`src/rtl/vga_pkg.sv`:
```
// Shared timing definitions for the 800x600 @ 72 Hz video pipeline.
// The background and sprite stages import this package so that they agree
// on the active area and on the coordinate type.
package vga_pkg;

    // Signed pixel coordinate: non-negative inside the active area,
    // negative during blanking.
    typedef logic signed [10:0] coord_t;

    // Default 800x600 @ 72 Hz timing (50 MHz pixel clock).
    localparam int HACTIVE = 800;
    localparam int HFP     = 56;
    localparam int HSYNC   = 120;
    localparam int HBP     = 64;
    localparam int VACTIVE = 600;
    localparam int VFP     = 37;
    localparam int VSYNC   = 6;
    localparam int VBP     = 23;

    localparam int HBLANK  = HFP + HSYNC + HBP;   // 240
    localparam int HTOTAL  = HACTIVE + HBLANK;    // 1040
    localparam int VBLANK  = VFP + VSYNC + VBP;   // 66
    localparam int VTOTAL  = VACTIVE + VBLANK;    // 666

    // Position of a coordinate within one axis period. Blanking is laid out
    // as front porch, sync, back porch, immediately followed by the active area.
    typedef enum logic [1:0] {
        PH_FP     = 2'd0,
        PH_SYNC   = 2'd1,
        PH_BP     = 2'd2,
        PH_ACTIVE = 2'd3
    } phase_t;

    // Classify a coordinate for an axis with the given porch/sync widths.
    function automatic phase_t axis_phase(input coord_t c, input int fp,
                                          input int sync, input int bp);
        int     ci;
        int     first;
        phase_t ph;
        ci    = int'(c);
        first = -(fp + sync + bp);
        if (ci >= 0)
            ph = PH_ACTIVE;
        else if (ci < first + fp)
            ph = PH_FP;
        else if (ci < first + fp + sync)
            ph = PH_SYNC;
        else
            ph = PH_BP;
        return ph;
    endfunction

endpackage

```
`src/rtl/vga_axis_counter.sv`:
```
// One axis of the video timing: a signed coordinate counting
// -(FP+SYNC+BP) .. ACTIVE-1 and wrapping, plus a registered sync level.
// The next-state coordinate and its phase are exported so the parent can
// register its own decodes with zero skew against the coordinate.
module vga_axis_counter
    import vga_pkg::*;
#(
    parameter int ACTIVE   = vga_pkg::HACTIVE,
    parameter int FP       = vga_pkg::HFP,
    parameter int SYNC     = vga_pkg::HSYNC,
    parameter int BP       = vga_pkg::HBP,
    parameter bit SYNC_POL = 1'b1
) (
    input  logic   clk,
    input  logic   rst,
    input  logic   step,
    output coord_t coord,
    output coord_t coord_nxt,
    output phase_t phase_nxt,
    output logic   sync,
    output logic   wrap
);

    localparam int     BLANK = FP + SYNC + BP;
    localparam coord_t FIRST = coord_t'(-BLANK);
    localparam coord_t LAST  = coord_t'(ACTIVE - 1);

    // This step takes the coordinate from the last active position back
    // to the start of blanking; the parent uses it to advance the next axis.
    assign wrap = step && (coord == LAST);

    // Next-state coordinate and its phase; holds when not stepping.
    always_comb begin
        coord_nxt = coord;
        if (step) begin
            if (wrap)
                coord_nxt = FIRST;
            else
                coord_nxt = coord + coord_t'(1);
        end
        phase_nxt = axis_phase(coord_nxt, FP, SYNC, BP);
    end

    // Coordinate and sync registers; sync is decoded from the next state
    // so it describes the same position as the coordinate it sits beside.
    always_ff @(posedge clk) begin
        if (rst) begin
            coord <= FIRST;
            sync  <= !SYNC_POL;
        end else if (step) begin
            coord <= coord_nxt;
            sync  <= (phase_nxt == PH_SYNC) ? SYNC_POL : !SYNC_POL;
        end
    end

endmodule

```
`src/rtl/vga_timing.sv`:
```
// Video timing generator for 800x600 @ 72 Hz (50 MHz pixel clock).
// Produces signed pixel coordinates for the pixel stages plus sync, blank
// and line/frame markers for the DAC/HDMI output. Every output is registered
// and, by default, describes the same pixel as spotX/spotY in that cycle.
// Optional build macro VGA_SYNC_ALIGN_EN: delays hsync, vsync, blank and
// frame_start by one further pixel so they line up with the registered
// colour output of the background stage; spotX/spotY are not delayed.
module vga_timing
    import vga_pkg::*;
#(
    parameter int HACTIVE = vga_pkg::HACTIVE,
    parameter int HFP     = vga_pkg::HFP,
    parameter int HSYNC   = vga_pkg::HSYNC,
    parameter int HBP     = vga_pkg::HBP,
    parameter int VACTIVE = vga_pkg::VACTIVE,
    parameter int VFP     = vga_pkg::VFP,
    parameter int VSYNC   = vga_pkg::VSYNC,
    parameter int VBP     = vga_pkg::VBP,
    parameter bit HS_POL  = 1'b1,
    parameter bit VS_POL  = 1'b1
) (
    input  logic   clk,
    input  logic   rst,
    input  logic   ce,
    output coord_t spotX,
    output coord_t spotY,
    output logic   hsync,
    output logic   vsync,
    output logic   blank,
    output logic   line_start,
    output logic   frame_start
);

    localparam coord_t H_FIRST = coord_t'(-(HFP + HSYNC + HBP));

    coord_t h_nxt;
    coord_t v_nxt;
    phase_t h_ph_nxt;
    phase_t v_ph_nxt;
    logic   h_wrap;
    logic   v_wrap;
    logic   v_step;
    logic   hsync_r;
    logic   vsync_r;
    logic   blank_r;
    logic   line_start_r;
    logic   frame_start_r;

    // The vertical axis advances once per completed line.
    assign v_step = ce & h_wrap;

    vga_axis_counter #(
        .ACTIVE   (HACTIVE),
        .FP       (HFP),
        .SYNC     (HSYNC),
        .BP       (HBP),
        .SYNC_POL (HS_POL)
    ) u_h (
        .clk       (clk),
        .rst       (rst),
        .step      (ce),
        .coord     (spotX),
        .coord_nxt (h_nxt),
        .phase_nxt (h_ph_nxt),
        .sync      (hsync_r),
        .wrap      (h_wrap)
    );

    vga_axis_counter #(
        .ACTIVE   (VACTIVE),
        .FP       (VFP),
        .SYNC     (VSYNC),
        .BP       (VBP),
        .SYNC_POL (VS_POL)
    ) u_v (
        .clk       (clk),
        .rst       (rst),
        .step      (v_step),
        .coord     (spotY),
        .coord_nxt (v_nxt),
        .phase_nxt (v_ph_nxt),
        .sync      (vsync_r),
        .wrap      (v_wrap)
    );

    // Blank and the line/frame markers, decoded from the next-state
    // coordinates; with ce low they hold, so a pulse is never re-issued.
    always_ff @(posedge clk) begin
        if (rst) begin
            blank_r       <= 1'b1;
            line_start_r  <= 1'b0;
            frame_start_r <= 1'b0;
        end else if (ce) begin
            blank_r       <= (h_ph_nxt != PH_ACTIVE) || (v_ph_nxt != PH_ACTIVE);
            line_start_r  <= (h_nxt == H_FIRST);
            frame_start_r <= (h_nxt == '0) && (v_nxt == '0);
        end
    end

    assign line_start = line_start_r;

`ifdef VGA_SYNC_ALIGN_EN
    logic hsync_d;
    logic vsync_d;
    logic blank_d;
    logic frame_start_d;

    // Extra pixel of delay matching the background stage's colour register.
    always_ff @(posedge clk) begin
        if (rst) begin
            hsync_d       <= !HS_POL;
            vsync_d       <= !VS_POL;
            blank_d       <= 1'b1;
            frame_start_d <= 1'b0;
        end else if (ce) begin
            hsync_d       <= hsync_r;
            vsync_d       <= vsync_r;
            blank_d       <= blank_r;
            frame_start_d <= frame_start_r;
        end
    end

    assign hsync       = hsync_d;
    assign vsync       = vsync_d;
    assign blank       = blank_d;
    assign frame_start = frame_start_d;
`else
    assign hsync       = hsync_r;
    assign vsync       = vsync_r;
    assign blank       = blank_r;
    assign frame_start = frame_start_r;
`endif

    // A frame can only end on the last pixel of a line.
    a_vwrap_on_hwrap : assert property (@(posedge clk) disable iff (rst) v_wrap |-> h_wrap);

endmodule

```
`config.mk`:
```
export PLATFORM = sky130hd
export DESIGN_NAME = vga_timing
export DESIGN_NICKNAME = d
export VERILOG_FILES = /design/src/rtl/vga_pkg.sv /design/src/rtl/vga_axis_counter.sv /design/src/rtl/vga_timing.sv
export SDC_FILE = /design/constraint.sdc
export NUM_CORES = 1
export LEC_CHECK = 0
export CAP_MARGIN = 40
export CORE_MARGIN = 5
export CORE_UTILIZATION = 30
export DETAILED_ROUTE_END_ITERATION = 7
export HOLD_SLACK_MARGIN = 0.12
export SYNTH_ARGS = -nofsm -noshare
export SYNTH_HDL_FRONTEND = slang
export SYNTH_SLANG_ARGS = --single-unit
```
`constraint.sdc`:
```
create_clock -name clk -period 5.8 [get_ports clk]
set_clock_uncertainty 0.15 [all_clocks]
set_input_delay 0.58 -clock clk [delete_from_list [all_inputs] [get_ports clk]]
set_output_delay 0.58 -clock clk [all_outputs]
set_load 0.02 [all_outputs]
```
==> key figures, run 1 <==
STA
  – Unrepaired setup endpoints after global routing: false
  – Final Cycle Share: approximately three fifths
  – Final Max Tran Viols: 0
  – Final setup TNS: 0 ns
  – Fmax achieved: approximately 290 MHz
  – Endpoints failing hold: 0
  – Fin crit period: 3.41 ns
  – Setup WS post-layout: 2.39 ns
  – Slew @ Worst Pin: 0.813 ns
  – Slew margin rel.: 45.8%
  – # setup viols final: 0

Cells and area
  – Synth-to-layout area growth: 15.5%
  – ANT cells: 0
  – Most frequent cells in the layout: clkdlybuf4s50_1, dfxtp_1, nand2_1, a21oi_1, nor2_1
  – Fin area: between 2000 and 2500 sq um
  – Layout net count: ~250
  – Layout cells sized above 1: 9.76%
  – Most common cell after layout, fill and taps aside: clkdlybuf4s50_1
  – Post-Layout Cell Count: 321

Run
  – Number of max-cap violations: 0

Pwr
  – Internal Power: 0.245 mW
  – Sequential share of power: 59.1%
  – Sw frac: 23.8%
  – P_sw: around 0.076 mW
  – Peak VDD IR: 0.103 mV
  – Combinational power share: 6.1%
  – Clock Power Share: a little over a third
  – Power Density: 148 nW/um^2
  – Static leakage: just under 0.7 nW

CTS
  – Post-CTS sizing: 0
  – CTS buffer count: 3
  – H-tree Lvls: 1
  – Hold Buf Count CTS: 0
  – CTS tree: yes
  – CTS Buffer Depth: 2
  – CTS sink cnt: 27
  – Skew-Pair Late Insertion Delay: 0.28 ns
  – Clock Root Buffer: clkbuf_8
  – Clock Pin Slew Worst Setup and Hold Paths: 0.10 ns
  – Post-CTS setup buffers: 0

Setup path
  – Crit path DAT: 3.48 ns
  – Top delay family on crit path: simple AND/OR/NAND/NOR gates
  – Critical path's slowest cell: or4_4
  – CP Class: in2reg
  – Critical path startpoint category: primary input
  – Critical Path End Type: register
  – Crit-path cells: clkdlybuf4s50_1 -> nand4_1 -> or4_4 -> or4_2 -> and2_2 -> a21oi_1 -> a211o_1
  – Buf+Inv Stages, Crit Path: 1
  – CP max stage delay: 0.72 ns
  – Worst Path Required: 5.88 ns
  – Largest fanout on the critical path: 11

Synth
  – Top_reg_cell synth: dfxtp_1
  – Number of synthesized flops with an enable pin: 0
  – Seq/Total Area, Yosys: 28.8%
  – Synth cell types: 62
  – Syn Nets: 237
  – Cells after Synth: 232
  – Asr flop ratio synth: 0%
  – #FFs+latches synth: 27
  – Mapped cell area: roughly 1900 sq um
  – Yosys Warn Count: 0
  – Avg Cell Area, Syn: between 8 and 9 sq um

Status
  – Run status: complete, no violations

Floorplanning
  – Starting utilization of the core area: 31.3%
  – Die area: 7940 sq um
  – Die Height: 89.1 um
  – Die Width: 89.1 um
  – Site Rows: 28
  – IO Pins: 30
  – Core area: between 5000 and 6000 sq um

Placed design
  – # placed instances: 317
  – Final Wtd Congestion: approximately 0.86
  – Post-detail-place hpwl: 3460 um
  – Setup WS pre-CTS: 2.13 ns
  – Post-DP Area: roughly 2100 sq um
  – Port bufs: 29

Global routing
  – Vias in the first global route: 1589
  – Initial antenna violation count: 0
  – Pin count of the biggest net entering global routing: 24
  – First-pass GRT wire length: 7890 um
  – GRT Total Usage: 12.4%
  – Grt ovf: 0

Routing
  – DRC: 0
  – DRT iter0 DRCs: 111
  – Drt pass-1 iters: 4
  – Via-per-instance ratio: approximately 5.5
  – Total routed wirelength: 4870 um
  – Post-DRT Antenna Nets: 0
  – Via count: 1769
  – Drt wl/cell: 15.2 um

Worst hold path
  – Hold Crit Class: reg2reg
-- routing by layer --
metal | up-vias | share of wire [%] | GRT usage (%) | wire length (um)
li1 | 882 | - | - | -
met1 | 826 | 45 | 17.2 | 2170
met2 | 56 | 48 | 19.8 | 2330
met3 | 5 | 6.6 | 2.21 | 324
met4 | 0 | 0.99 | 3.38 | 48
met5 | - | 0 | 0 | 0
-- cell families after synthesis --
logic type | share of synthesized area [%]
AO/OA/AOI/OAI | 20.5
flip-flops | 28.8
multiplexers | 1.13
AND/OR/NAND/NOR | 31.0
adder cells (fa/ha/maj) | 1.33
XOR/XNOR | 7.93
buffers and inverters | 9.27
-- Yosys cell counts (all sizes together) (3+ instances only) --
| cell | number | share of area, % |
|---|---|---|
| a211oi | 3 | 1.2 |
| a21oi | 16 | 4.3 |
| and3 | 7 | 2.6 |
| buf | 13 | 5.9 |
| clkbuf | 7 | 2.2 |
| dfxtp | 27 | 29 |
| inv | 5 | 1.0 |
| nand2 | 22 | 4.4 |
| nand2b | 5 | 1.7 |
| nand3 | 12 | 3.2 |
| nand3b | 3 | 1.2 |
| nand4 | 10 | 3.3 |
| nor2 | 13 | 2.6 |
| nor3 | 8 | 2.1 |
| nor4 | 3 | 1.0 |
| o211ai | 4 | 1.6 |
| o21ai | 9 | 2.4 |
| o22ai | 3 | 1.3 |
| or3 | 4 | 1.4 |
| or4 | 4 | 1.9 |
| xnor2 | 12 | 5.6 |
| xor2 | 5 | 2.3 |
-- registers in the layout, summed over array words and instances (netlist names) --
register and flops:
u_h.coord 11, line_start 1, blank 1, u_h.sync 1, frame_start 1, u_v.sync 1
u_v.coord 11
-- area by class of cell --
cell class / instances / area, sq um
flip-flops and latches: 27 / 541
fillers: 632 / 3820
inverters: 6 / 22.5
repair buffers: 30 / 298
multi-input cells: 179 / 1170
clock buffers: 4 / 45.0
well taps: 75 / 93.8
-- power groups by stage --
stage | combinational (mW) | clock, mW | sequential (mW)
after floorplan | 0.0113 | 0 | 0.195
after global placement | 0.0195 | 0 | 0.194
after detailed placement | 0.0196 | 0 | 0.194
after CTS | 0.0197 | 0.115 | 0.190
after global routing | 0.0217 | 0.122 | 0.190
final | 0.0196 | 0.112 | 0.190
-- stage by stage --
stage	utilization, %	power [mW]	hold WS, ns
3_5_place_dp	35.4	0.214	0.307
4_1_cts	36.2	0.325	0.323
2_1_floorplan	-	0.207	0.391
3_3_place_gp	35.4	0.214	0.308
6_report	36.2	0.321	0.321
5_1_grt	36.2	0.334	0.346
-- worst register-to-register path, cell delays in order, from the launching register on --
cell	delay [ns]
dfxtp_1	0.52
ha_1	0.49
inv_1	0.24
or4_4	0.67
or4_2	0.65
and2_2	0.22
a21oi_1	0.14
a211o_1	0.11
-- worst paths after layout --
check / start / end / slack (ns) / cells past startpoint
min reg2reg: u_h.sync / u_h.sync / 0.32 / 2
max reg2reg: u_h.coord[0] / blank / 2.56 / 7
max: ce / blank / 2.39 / 7
min: u_h.sync / u_h.sync / 0.32 / 2
No activity file was read; power rests on OpenSTA's default activity.
==> inputs of run 2 (changes only) <==
==> constraint.sdc (replaced) <==
create_clock -name clk -period 2.8 [get_ports clk]
set_clock_uncertainty 0.15 [all_clocks]
set_input_delay 0.28 -clock clk [delete_from_list [all_inputs] [get_ports clk]]
set_output_delay 0.28 -clock clk [all_outputs]
set_load 0.02 [all_outputs]
==> key figures, run 2 (synthesis results as in run 1) <==
CTS
  – H-tree Lvls: 1 (unchanged)
  – Post-CTS setup buffers: 0 (unchanged)
  – Hold Buf Count CTS: 0 (unchanged)
  – Post-CTS sizing: 0 (unchanged)
  – Clock Root Buffer: clkbuf_8 (unchanged)
  – Clock Pin Slew Worst Setup and Hold Paths: 0.10 ns (about the same)
  – CTS sink cnt: 27 (unchanged)
  – CTS Buffer Depth: 2 (unchanged)
  – CTS buffer count: 3 (unchanged)
  – CTS tree: yes (unchanged)
  – Skew-Pair Late Insertion Delay: 0.28 ns (about the same)

STA
  – # setup viols final: 0 (unchanged)
  – Endpoints failing hold: 0 (unchanged)
  – Slew margin rel.: 72.1% (was 45.8%)
  – Final Cycle Share: 93.4%
  – Hold_ws: 0.323 ns (was 0.321 ns)
  – Final Max Tran Viols: 0 (unchanged)
  – Unrepaired setup endpoints after global routing: false (unchanged)
  – Fin crit period: 2.62 ns
  – Setup WS post-layout: 0.185 ns (was 2.39 ns)
  – Final setup TNS: 0 ns (unchanged)
  – Fmax achieved: 382 MHz
  – Slew @ Worst Pin: 0.408 ns (was 0.813 ns)

Setup path
  – Top delay family on crit path: simple AND/OR/NAND/NOR gates (unchanged)
  – Buf+Inv Stages, Crit Path: 1 (unchanged)
  – Critical Path End Type: register (unchanged)
  – Critical path's slowest cell: or4_2 (was or4_4)
  – Largest fanout on the critical path: 7 (was 11)
  – Critical path startpoint category: register (was primary input)
  – Worst Path Required: 2.89 ns (was 5.88 ns)
  – Crit path DAT: 2.70 ns (was 3.48 ns)
  – Crit-path cells: ha_1 -> inv_1 -> or4_4 -> or4_2 -> and2_2 -> a21oi_1 -> a211o_1 (was clkdlybuf4s50_1 -> nand4_1 -> or4_4 -> or4_2 -> and2_2 -> a21oi_1 -> a211o_1)
  – CP max stage delay: 0.64 ns (was 0.72 ns)
  – CP Class: reg2reg (was in2reg)

Routing
  – Drt wl/cell: 14.4 um (was 15.2 um)
  – Total routed wirelength: 4990 um (was 4870 um)
  – DRC: 0 (unchanged)
  – DRT iter0 DRCs: 110 (was 111)
  – Via-per-instance ratio: 5.29 (was 5.51)
  – Post-DRT Antenna Nets: 0 (unchanged)
  – Via count: 1829 (was 1769)
  – Drt pass-1 iters: 4 (unchanged)

Cells and area
  – Synth-to-layout area growth: 25.6% (was 15.5%)
  – ANT cells: 0 (unchanged)
  – Most common cell after layout, fill and taps aside: clkdlybuf4s50_1 (unchanged)
  – Layout net count: 277 (was 252)
  – Most frequent cells in the layout: clkdlybuf4s50_1, dfxtp_1, buf_4, nand2_1, a21oi_1 (was clkdlybuf4s50_1, dfxtp_1, nand2_1, a21oi_1, nor2_1)
  – Regs by FF count: u_h.coord (11), u_v.coord (11) (unchanged)
  – Fin area: 2360 sq um (was 2170 sq um)
  – Layout cells sized above 1: 18.5% (was 9.76%)
  – Layout fillers: 613 (was 632)

Global routing
  – First-pass GRT wire length: 8360 um (was 7890 um)
  – Initial antenna violation count: 0 (unchanged)
  – Grt ovf: 0 (unchanged)
  – Pin count of the biggest net entering global routing: 21 (was 24)
  – Met2 Resource Use GR: 19.6% (was 19.8%)
  – Gr busiest metal: met2 (unchanged)
  – GRT Total Usage: 13.0% (was 12.4%)
  – Met3 usage: 1.66% (was 2.21%)
  – Vias in the first global route: 1695 (was 1589)
  – Routing usage on met1: 19.2% (was 17.2%)

Worst hold path
  – Hold Crit Class: reg2reg (unchanged)

Placed design
  – Port bufs: 29 (unchanged)
  – Setup WS pre-CTS: -0.0147 ns (was 2.13 ns)
  – Final Wtd Congestion: 0.840 (was 0.855)
  – Post-detail-place hpwl: 3730 um (was 3460 um)
  – Post-DP Area: 2310 sq um (was 2120 sq um)

Floorplanning
  – IO Pins: 30 (unchanged)
  – Core area: 5990 sq um (unchanged)
  – Die Height: 89.1 um (unchanged)
  – Die Width: 89.1 um (unchanged)
  – Die area: 7940 sq um (unchanged)
  – Site Rows: 28 (unchanged)
  – Starting utilization of the core area: 31.3% (unchanged)

Pwr
  – Static leakage: 0.821 nW (was 0.696 nW)
  – Internal Power: 0.511 mW (was 0.245 mW)
  – Sw frac: 24.3% (was 23.8%)
  – Power Density: 287 nW/um^2 (was 148 nW/um^2)
  – P_sw: 0.164 mW (was 0.0765 mW)
  – Combinational power share: 8.0% (was 6.1%)
  – Clock Power Share: 34.4% (was 34.8%)
  – Peak VDD IR: 0.170 mV (was 0.103 mV)
  – Sequential share of power: 57.6% (was 59.1%)

Status
  – Run status: complete, no violations (unchanged)

Run
  – Number of max-cap violations: 0 (unchanged)
-- run 2: cell count changes in the layout (fill, tap and decap cells not counted) --
cell,change
clkbuf_1,-1
clkinv_2,+1
buf_4,+25
-- run 2: worst paths after layout --
| kind | slack [ns] | endpoint | depth (start not counted) | startpoint |
|---|---|---|---|---|
| max | 0.18 | blank | 7 | u_h.coord[0] |
| min | 0.32 | line_start | 2 | line_start |
| max reg2reg | 0.18 | blank | 7 | u_h.coord[0] |
| min reg2reg | 0.32 | line_start | 2 | line_start |
-- run 2: final cells by class --
type	count	area [sq um]	area share (%)
well taps	75	93.8	3.98
clock buffers	3	41.3	1.75
clock inverters	1	5.00	0.212
flip-flops and latches	27	541	22.9
inverters	6	22.5	0.955
repair buffers	55	485	20.6
multi-input cells	179	1170	49.6
-- run 2: per-layer routing --
metal | part of all wire (%) | wire length [um]
met1 | 51 | 2540
met3 | 3.6 | 179
met4 | 1.5 | 73
met5 | 0 | 0
met2 | 44 | 2200
-- run 2: stage by stage --
| stage | power [mW] | util [%] | std cells |
|---|---|---|---|
| 4_1_cts | 0.682 | 39.3 | 346 |
| 3_3_place_gp | 0.451 | 38.6 | 342 |
| 2_1_floorplan | 0.428 | - | 232 |
| 6_report | 0.676 | 39.3 | 346 |
| 3_5_place_dp | 0.452 | 38.6 | 342 |
| 5_1_grt | 0.706 | 39.3 | 346 |
-- run 2: tightest hold or removal path, cell delays in order, from the launching register on --
cell and delay, ns:
dfxtp_1 0.32, nand2_1 0.06, a21oi_1 0.05
-- run 2: power by group through the flow --
stage	clock, mW	sequential, mW	combinational, mW
2_1_floorplan	0	0.405	0.0233
3_3_place_gp	0	0.398	0.0534
3_5_place_dp	0	0.398	0.0539
4_1_cts	0.238	0.389	0.0541
5_1_grt	0.258	0.390	0.0588
6_report	0.232	0.389	0.0542
